[src/rtl/lfsr_stim_sequencer.sv]
// Multi-channel LFSR stimulus sequencer for a pipelined cipher core.
// Issues a programmable number of vectors, tracks core latency and folds responses into a MISR.
module lfsr_stim_sequencer #(
  parameter int unsigned DATA_WIDTH   = 128,
  parameter int unsigned NUM_CHANNELS = 2,
  parameter int unsigned PIPE_LATENCY = 21,
  parameter int unsigned COUNT_WIDTH  = 32
) (
  input  logic                                 clk,
  input  logic                                 rst,
  input  logic                                 start,
  input  logic [COUNT_WIDTH-1:0]               num_tests,
  input  logic [NUM_CHANNELS*DATA_WIDTH-1:0]   seeds,
  input  logic                                 stall,
  output logic [NUM_CHANNELS*DATA_WIDTH-1:0]   stim_data,
  output logic                                 stim_valid,
  input  logic [DATA_WIDTH-1:0]                resp_data,
  output logic                                 resp_capture,
  output logic                                 busy,
  output logic                                 done,
  output logic [COUNT_WIDTH-1:0]               tests_issued,
  output logic [DATA_WIDTH-1:0]                signature
);

  localparam int unsigned STIM_WIDTH = NUM_CHANNELS * DATA_WIDTH;

  // Tap positions (0-based) shared by the stimulus LFSRs and the MISR.
  localparam int unsigned TAP_A = DATA_WIDTH - 1;
  localparam int unsigned TAP_B = (DATA_WIDTH == 32) ? 21 : (DATA_WIDTH == 64) ? 62 : 125;
  localparam int unsigned TAP_C = (DATA_WIDTH == 32) ? 1  : (DATA_WIDTH == 64) ? 60 : 100;
  localparam int unsigned TAP_D = (DATA_WIDTH == 32) ? 0  : (DATA_WIDTH == 64) ? 59 : 98;

  localparam logic [2:0] S_IDLE  = 3'd0;
  localparam logic [2:0] S_SEED  = 3'd1;
  localparam logic [2:0] S_RUN   = 3'd2;
  localparam logic [2:0] S_DRAIN = 3'd3;
  localparam logic [2:0] S_DONE  = 3'd4;

  function automatic logic tap_parity(input logic [DATA_WIDTH-1:0] s);
    return s[TAP_A] ^ s[TAP_B] ^ s[TAP_C] ^ s[TAP_D];
  endfunction

  logic [2:0]              state;
  logic [2:0]              state_next;
  logic [COUNT_WIDTH-1:0]  target;
  logic [PIPE_LATENCY-1:0] pipe;
  logic [STIM_WIDTH-1:0]   lfsr_next;
  logic [DATA_WIDTH-1:0]   misr_next;
  logic                    accept;
  logic                    last_issue;

  assign accept       = start && ((state == S_IDLE) || (state == S_DONE));
  assign stim_valid   = (state == S_RUN) && !stall;
  assign last_issue   = stim_valid && ((tests_issued + COUNT_WIDTH'(1)) == target);
  assign resp_capture = pipe[PIPE_LATENCY-1];
  assign busy         = (state == S_SEED) || (state == S_RUN) || (state == S_DRAIN);
  assign done         = (state == S_DONE);

  always_ff @(posedge clk) begin
    if (rst) state <= S_IDLE;
    else     state <= state_next;
  end

  always_comb begin
    state_next = state;
    case (state)
      S_IDLE, S_DONE: if (accept) state_next = S_SEED;
      S_SEED:         state_next = (target == '0) ? S_DONE : S_RUN;
      S_RUN:          if (last_issue) state_next = S_DRAIN;
      S_DRAIN:        if (pipe == '0) state_next = S_DONE;
      default:        state_next = S_IDLE;
    endcase
  end

  // XNOR-feedback step for every channel; the MISR uses XOR feedback on the same taps.
  always_comb begin
    lfsr_next = stim_data;
    for (int c = 0; c < int'(NUM_CHANNELS); c++) begin
      lfsr_next[c*DATA_WIDTH +: DATA_WIDTH] =
        {stim_data[c*DATA_WIDTH +: DATA_WIDTH-1], ~tap_parity(stim_data[c*DATA_WIDTH +: DATA_WIDTH])};
    end
    misr_next = {signature[DATA_WIDTH-2:0], tap_parity(signature)} ^ resp_data;
  end

  // Stalled cycles shift zeros through the latency pipe so captures stay aligned.
  always_ff @(posedge clk) begin
    if (rst) begin
      stim_data    <= '0;
      target       <= '0;
      tests_issued <= '0;
      signature    <= '0;
      pipe         <= '0;
    end else if (accept) begin
      stim_data    <= seeds;
      target       <= num_tests;
      tests_issued <= '0;
      signature    <= '0;
      pipe         <= '0;
    end else begin
      pipe <= PIPE_LATENCY'({pipe, stim_valid});
      if (stim_valid) begin
        stim_data    <= lfsr_next;
        tests_issued <= tests_issued + COUNT_WIDTH'(1);
      end
      if (resp_capture) signature <= misr_next;
    end
  end

endmodule

[config.mk]
export PLATFORM = sky130hd
export DESIGN_NAME = lfsr_stim_sequencer
export DESIGN_NICKNAME = d
export VERILOG_FILES = /design/src/rtl/lfsr_stim_sequencer.sv
export SDC_FILE = /design/constraint.sdc
export NUM_CORES = 1
export LEC_CHECK = 0
export BUFFER_PORTS_ARGS = -buffer_cell sky130_fd_sc_hd__buf_4
export CAP_MARGIN = 20
export CORE_AREA = 5 5 326 328
export CTS_CLUSTER_DIAMETER = 100
export DETAILED_ROUTE_END_ITERATION = 10
export DIE_AREA = 0 0 331 333
export PLACE_DENSITY = 0.37
export SYNTH_ARGS = -nofsm -noshare
export SYNTH_HDL_FRONTEND = slang
export SYNTH_SLANG_ARGS = --single-unit
[constraint.sdc]
create_clock -name clk -period 3.4 [get_ports clk]
set_input_delay 0 -clock clk [delete_from_list [all_inputs] [get_ports clk]]
set_output_delay 0 -clock clk [all_outputs]
set_load 0.02 [all_outputs]
==> results of run 1 <==
flip-flops by register name (all words and copies together), names as in the netlist:
register / flops
state: 3
stim_data: 256
signature: 128
pipe: 21
target: 32
tests_issued: 32
stage by stage:
stage	total power [W]	utilization [%]	hold WS (ns)	setup WS, ns
after floorplan	0.00772	-	0.136	0.750
after CTS	0.0168	34.2	0.0822	0.396
final	0.0165	34.2	0.159	0.434
after detailed placement	0.00932	27.5	0.259	0.426
after global routing	0.0172	34.2	0.159	0.239
after global placement	0.00935	27.5	0.256	0.468
critical path: stages (launching register included):
cell and delay, ns:
dfxtp_1 0.39, ha_1 0.39, nand3_4 0.17, or3_1 0.60
nor3_4 0.29, nand2_2 0.12, or3_1 0.42, a2111oi_2 0.33
a31o_1 0.20
metal layers:
| metal | part of all wire, % | routed length, um | track usage (%) |
|---|---|---|---|
| met5 | 0.13 | 129 | 0 |
| met4 | 3.7 | 3790 | 6.34 |
| met3 | 7.7 | 7890 | 5.10 |
| met2 | 47 | 49000 | 29.8 |
| met1 | 41 | 42300 | 21.2 |
cell usage after synthesis, types with 9 or more instances:
library cell | number | area (um^2)
nand2_1 | 604 | 2270
nor3_1 | 17 | 85.1
and2_1 | 21 | 131
a311oi_1 | 261 | 2290
nor4_1 | 20 | 125
xnor2_1 | 174 | 1520
a21oi_1 | 43 | 215
nor2_1 | 440 | 1650
and3_1 | 9 | 56.3
dfxtp_1 | 472 | 9450
buf_1 | 12 | 45.0
xor2_1 | 32 | 280
nand3_1 | 16 | 80.1
a211oi_1 | 127 | 953
clkbuf_1 | 202 | 758
nand4_1 | 15 | 93.8
worst max-delay path by stage:
stage	from	end	slack [ns]	cells past startpoint
6_report	tests_issued[1]$_SDFFE_PP0P_	state[0]$_SDFFE_PP0P_	0.43	8
5_1_grt	tests_issued[1]$_SDFFE_PP0P_	state[0]$_SDFFE_PP0P_	0.24	8
4_1_cts	tests_issued[1]$_SDFFE_PP0P_	state[0]$_SDFFE_PP0P_	0.40	8
3_5_place_dp	tests_issued[1]$_SDFFE_PP0P_	state[0]$_SDFFE_PP0P_	0.43	8
3_3_place_gp	tests_issued[1]$_SDFFE_PP0P_	state[0]$_SDFFE_PP0P_	0.47	8
2_1_floorplan	tests_issued[0]$_SDFFE_PP0P_	state[0]$_SDFFE_PP0P_	0.75	10
final cells by class:
| cell class | instances | area share [%] |
|---|---|---|
| Multi-Input combinational cell | 1844 | 29.3 |
| Inverter | 5 | 0.0746 |
| Timing Repair Buffer | 1354 | 32.8 |
| Tap cell | 1380 | 4.90 |
| Clock buffer | 87 | 5.04 |
| Antenna cell | 26 | 0.185 |
| Clock inverter | 26 | 0.866 |
| Sequential cell | 472 | 26.8 |
where the power goes:
part | switching (W) | internal (W) | total (W)
sequential | 0.000378 | 0.00591 | 0.00629
combinational | 0.00181 | 0.00159 | 0.00340
clock | 0.00271 | 0.00407 | 0.00677
total | 0.00489 | 0.0116 | 0.0165
kinds of logic (layout without fill, tap and decap cells):
group	count (synthesis)	after routing	share of synthesized area (%)
multiplexers	6	6	0.297
AND/OR/NAND/NOR	1173	1173	23.1
AO/OA/AOI/OAI	458	458	17.7
flip-flops	472	472	45.8
XOR/XNOR	206	206	8.74
adder cells (fa/ha/maj)	1	1	0.0606
other	0	26	0
buffers and inverters	230	1472	4.34
==> flow_summary.json, run 1 <==
{
  "postPlaceCellArea_um2": 28300,
  "r2r_slack_ns": 0.43,
  "cts.clk_slew.worst_paths_ns": 0.06,
  "worstHoldPathType": "input port to flip-flop",
  "fillers": 10900,
  "worstHoldPathCells": 4,
  "cts_tree": "built",
  "cts_buffers": 60,
  "final.period_utilization_pct": 87.2,
  "synth_area_um2": 20600,
  "dp_hpwl_um": 74400,
  "cts_setup_buffers": 0,
  "max_freq_ghz": 0.337,
  "grt_start_max_net_pins": 168,
  "syn_nets": 2967,
  "yosys_warnings": 0,
  "grt_pass1_wl_um": 150000,
  "ir_worst_vdd_v": 0.000344,
  "cts_resized": 0,
  "synth_seq_cells": 472,
  "io_buffers": 839,
  "start_util_pct": 20.1,
  "min_period_ns": 2.97,
  "power_per_cell_area_nw_per_um2": 467,
  "io_pins": 840,
  "leakage_nw": 14.0,
  "drive_gt1_share_pct": 26.3,
  "ys_types": 52,
  "root_buffer": "clkbuf_16",
  "layout_commonest_cell": "buf_4",
  "postRouteAntennaNets": 0,
  "setup_viol": 0,
  "cp-end-kind": "flip-flop",
  "worst_ep_required_time_ns": 3.99,
  "synth-edff-count": 0,
  "r2r_start": "tests_issued[1]$_SDFFE_PP0P_",
  "cts_hold_buf": 476,
  "avgSynthCellArea_um2": 8.11,
  "tns_ns": 0,
  "startpoint_type": "flip-flop",
  "dieArea_um2": 110000,
  "crit_fanout": 9,
  "synthToLayoutAreaGrowth_pct": 70.6,
  "dp.cells": 4579,
  "holdCritStartpoint": "num_tests[15]",
  "worstSetupPathType": "flip-flop to flip-flop",
  "vias": 22900,
  "r2r_end": "state[0]$_SDFFE_PP0P_",
  "grt_pass1_vias": 23300,
  "drt_iter0_markers": 1150,
  "synth.yosys.seq_area_share_pct": 45.8,
  "worstPathArrival_ns": 3.55,
  "grt_usage_pct": 17.6,
  "finClkSkew_ns": 0.0228,
  "design_area_um2": 35200,
  "cap_viol_max_count": 0,
  "multi_input_area_um2": 10300,
  "die_y_um": 333,
  "status": "finished clean",
  "routed_wl_um": 103000,
  "ff_latch_area_um2": 9450,
  "gp_congestion": 0.800,
  "core_um2": 103000,
  "grt_setup_unrepaired": "no",
  "final_cells": 5194,
  "final_cell_mix": "buf_4 (862), nand2_1 (603), dlygate4sd3_1 (476)",
  "worstMarginPinSlew_ns": 1.03,
  "vias_per_cell": 4.41,
  "die_w_um": 331,
  "grt.overflow.total": 0,
  "min_to": "target[15]$_SDFFE_PP0P_",
  "relSlewSlack_pct": 31.3,
  "synth_ff_type": "dfxtp_1",
  "synth_cells": 2546,
  "finalMaxSlewViolations": 0,
  "cts.sinks": 472,
  "h-tree-depth": 2,
  "row_count": 118,
  "clk_latency_ns": 0.64,
  "async_reset_ff_share_pct": 0,
  "drt-pass1-iter-count": 5,
  "hold_viol": 0,
  "final_nets": 4158,
  "drcViolationCount": 0,
  "clockBufferDepth": 3,
  "reg2reg_depth": 8,
  "routedWlPerCell_um": 19.9,
  "antenna_found_initial": 34
}
Power figures use the tool's default switching activity.
==> inputs of run 2 (changes only) <==
--- a/config.mk
+++ b/config.mk
@@ -5,12 +5,13 @@
 export SDC_FILE = /design/constraint.sdc
 export NUM_CORES = 1
 export LEC_CHECK = 0
+export ABC_AREA = 1
 export BUFFER_PORTS_ARGS = -buffer_cell sky130_fd_sc_hd__buf_4
 export CAP_MARGIN = 20
-export CORE_AREA = 5 5 326 328
+export CORE_AREA = 5 5 325 327
 export CTS_CLUSTER_DIAMETER = 100
 export DETAILED_ROUTE_END_ITERATION = 10
-export DIE_AREA = 0 0 331 333
+export DIE_AREA = 0 0 330 332
 export PLACE_DENSITY = 0.37
 export SYNTH_ARGS = -nofsm -noshare
 export SYNTH_HDL_FRONTEND = slang
==> flow_summary.json, run 2 <==
{
  "drcViolationCount": 0,
  "grt.overflow.total": 0,
  "cp-end-kind": "flip-flop",
  "drive_gt1_share_pct": 24.8,
  "io_buffers": 839,
  "leakage_nw": 14.4,
  "h-tree-depth": 2,
  "clk_latency_ns": 0.64,
  "cts_tree": "built",
  "clockBufferDepth": 3,
  "reg.largest.list": "stim_data x256, signature x128",
  "gp_congestion": 0.825,
  "grt_start_max_net_pins": 197,
  "regMostFlops": "stim_data",
  "io_pins": 840,
  "root_buffer": "clkbuf_16",
  "whs_ns": 0.182,
  "core_um2": 103000,
  "crit_fanout": 6,
  "netlist_top_cells_count": "nand2_1 (710), dfxtp_1 (472), nand3_1 (321), a31oi_1 (255), clkbuf_1 (194)",
  "cts_resized": 0,
  "max_freq_ghz": 0.331,
  "fillers": 11100,
  "netlist_top_cells_area": "dfxtp_1 (46%), nand2_1 (13%), nand3_1 (7.8%)",
  "worstHoldPathType": "input port to flip-flop",
  "start_util_pct": 20.0,
  "final_nets": 4380,
  "synth_area_um2": 20500,
  "dp_hpwl_um": 76800,
  "synth_top_cell_by_area": "dfxtp_1",
  "ir_worst_vdd_v": 0.000448,
  "grt_usage_pct": 18.4,
  "synth_cells": 2757,
  "grt_setup_unrepaired": "no",
  "cap_viol_max_count": 0,
  "setup_viol": 0,
  "grt_pass1_vias": 24300,
  "syn_nets": 3178,
  "vias": 23900,
  "worstPathArrival_ns": 3.61,
  "drt_iter0_markers": 1199,
  "final.period_utilization_pct": 89.0,
  "ys_types": 30,
  "worstMarginPinSlew_ns": 1.07,
  "min_period_ns": 3.02,
  "async_reset_ff_share_pct": 0,
  "cts.clk_slew.worst_paths_ns": 0.06,
  "synth_ff_type": "dfxtp_1",
  "worstSetupPathType": "flip-flop to flip-flop",
  "row_count": 118,
  "cp_slowest_cell": "dlygate4sd3_1",
  "vias_per_cell": 4.42,
  "finClkSkew_ns": 0.0269,
  "yosysMostFrequentCell": "nand2_1",
  "dieArea_um2": 110000,
  "synth_top_area_share_pct": 46.1,
  "synth-edff-count": 0,
  "grt_pass1_wl_um": 157000,
  "largest_reg_flops": 256,
  "tns_ns": 0,
  "power_per_cell_area_nw_per_um2": 634,
  "drt-pass1-iter-count": 6,
  "cts.sinks": 472,
  "synth.yosys.seq_area_share_pct": 46.1,
  "final_cell_mix": "buf_4 (860), nand2_1 (710), dlygate4sd3_1 (471), dfxtp_1 (471), nand3_1 (321)",
  "synthToLayoutAreaGrowth_pct": 70.9,
  "worst_ep_required_time_ns": 3.98,
  "yosys_warnings": 0,
  "synth_seq_cells": 472,
  "hold_viol": 0,
  "finalMaxSlewViolations": 0,
  "die_w_um": 330,
  "worstPathCellList": "ha_1, nand2_2, nor2_4, nand3b_1, o21ai_1, and2_1, nor2_1, nor2_1, nand2_1, nor2_1, nand3_1, nand2_2, nand3_1, a21oi_1, dlygate4sd3_1",
  "avgSynthCellArea_um2": 7.43,
  "startpoint_type": "flip-flop",
  "relSlewSlack_pct": 28.7,
  "cp_top_family": "simple AND/OR/NAND/NOR gates",
  "status": "finished clean",
  "cp_common_cell": "nor2_1",
  "crit_buf_inv": 1,
  "die_y_um": 332,
  "slowest_delay_ns": 0.55,
  "routedWlPerCell_um": 19.8,
  "routed_wl_um": 107000,
  "postRouteAntennaNets": 0,
  "antenna_found_initial": 21,
  "cts_buffers": 61,
  "layout_commonest_cell": "buf_4"
}
run 2: cell types whose count changed after synthesis, sizes merged, moves of 12 or more:
cell,previous run,this run
nor2,440,105
xnor2,174,132
a31oi,4,255
and2,21,2
a21oi,43,185
o21ai,6,190
xor2,32,9
buf,23,11
nor3,18,2
a211oi,127,1
a311oi,261,0
inv,5,128
nand3,17,321
nand2,605,716
run 2: final cells by class:
| type | count | area (um^2) | area share, % |
|---|---|---|---|
| well taps | 1380 | 1730 | 4.93 |
| diodes | 17 | 42.5 | 0.122 |
| repair buffers | 1344 | 11400 | 32.7 |
| multi-input cells | 1952 | 9800 | 28.0 |
| flip-flops and latches | 472 | 9450 | 27.0 |
| inverters | 128 | 488 | 1.39 |
| clock inverters | 17 | 248 | 0.708 |
| clock buffers | 88 | 1800 | 5.15 |
run 2: cells by family after synthesis:
| logic type | Yosys count | synth area share, % |
|---|---|---|
| buffers and inverters | 333 | 6.12 |
| xor gates and xnor gates | 143 | 6.25 |
| and+or+nand+nor | 1166 | 24.0 |
| adders and majority gates | 1 | 0.0611 |
| AOI/OAI and AO/OA | 642 | 17.4 |
| DFF | 472 | 46.1 |
run 2: layer usage:
metal  global-route usage [%]  vias to the layer above  wire, um
met2                     31.1                      742     50800
met4                     7.70                       10      4740
li1                         -                    11800         -
met5                        0                        -        56
met1                     22.1                    11100     43900
met3                     4.74                      175      7230
run 2: worst register-to-register path, stage by stage (launching register included):
cell and delay (ns):
dfxtp_1 0.43, ha_1 0.25, nand2_2 0.11, nor2_4 0.18, nand3b_1 0.26, o21ai_1 0.23
and2_1 0.17, nor2_1 0.04, nor2_1 0.09, nand2_1 0.06, nor2_1 0.14, nand3_1 0.15
nand2_2 0.12, nand3_1 0.07, a21oi_1 0.13, dlygate4sd3_1 0.55
run 2: timing repair:
item / 4_1_cts / 5_1_grt
hold buffers: 471 / 0
hold endpoints to repair: 426 / 0
setup buffers: 0 / 0
endpoints found under the setup margin: 0 / 0
run 2: path summary, 6_finish.rpt:
check | start | to | slack (ns) | cells after the start
max | tests_issued[0]$_SDFFE_PP0P_ | state[0]$_SDFFE_PP0P_ | 0.38 | 15
min | seeds[157] | stim_data[157]$_SDFFE_PP0P_ | 0.18 | 4
max reg2reg | tests_issued[0]$_SDFFE_PP0P_ | state[0]$_SDFFE_PP0P_ | 0.38 | 15
min reg2reg | pipe[9]$_SDFF_PP0_ | pipe[10]$_SDFF_PP0_ | 0.41 | 2
run 2: where the power goes:
part	internal, W	total [W]	leakage (nW)	switching [W]
clock network	0.00408	0.00674	1.01	0.00266
registers	0.00641	0.00730	3.85	0.000898
logic	0.00303	0.00814	9.51	0.00511
total	0.0135	0.0222	14.4	0.00867
run 2: per-stage QoR:
step                power [W]  std cells  cell area [um^2]  worst slack, ns  utilization (%)
global route           0.0234       5392             35000          0.00853             34.1
global placement       0.0151       4804             28200            0.805             27.4
CTS                    0.0226       5380             34900            0.295             34.0
finish                 0.0222       5398             35000            0.376             34.1
floorplan              0.0112       2757             20500             1.21                -
detailed placement     0.0150       4804             28200            0.827             27.4
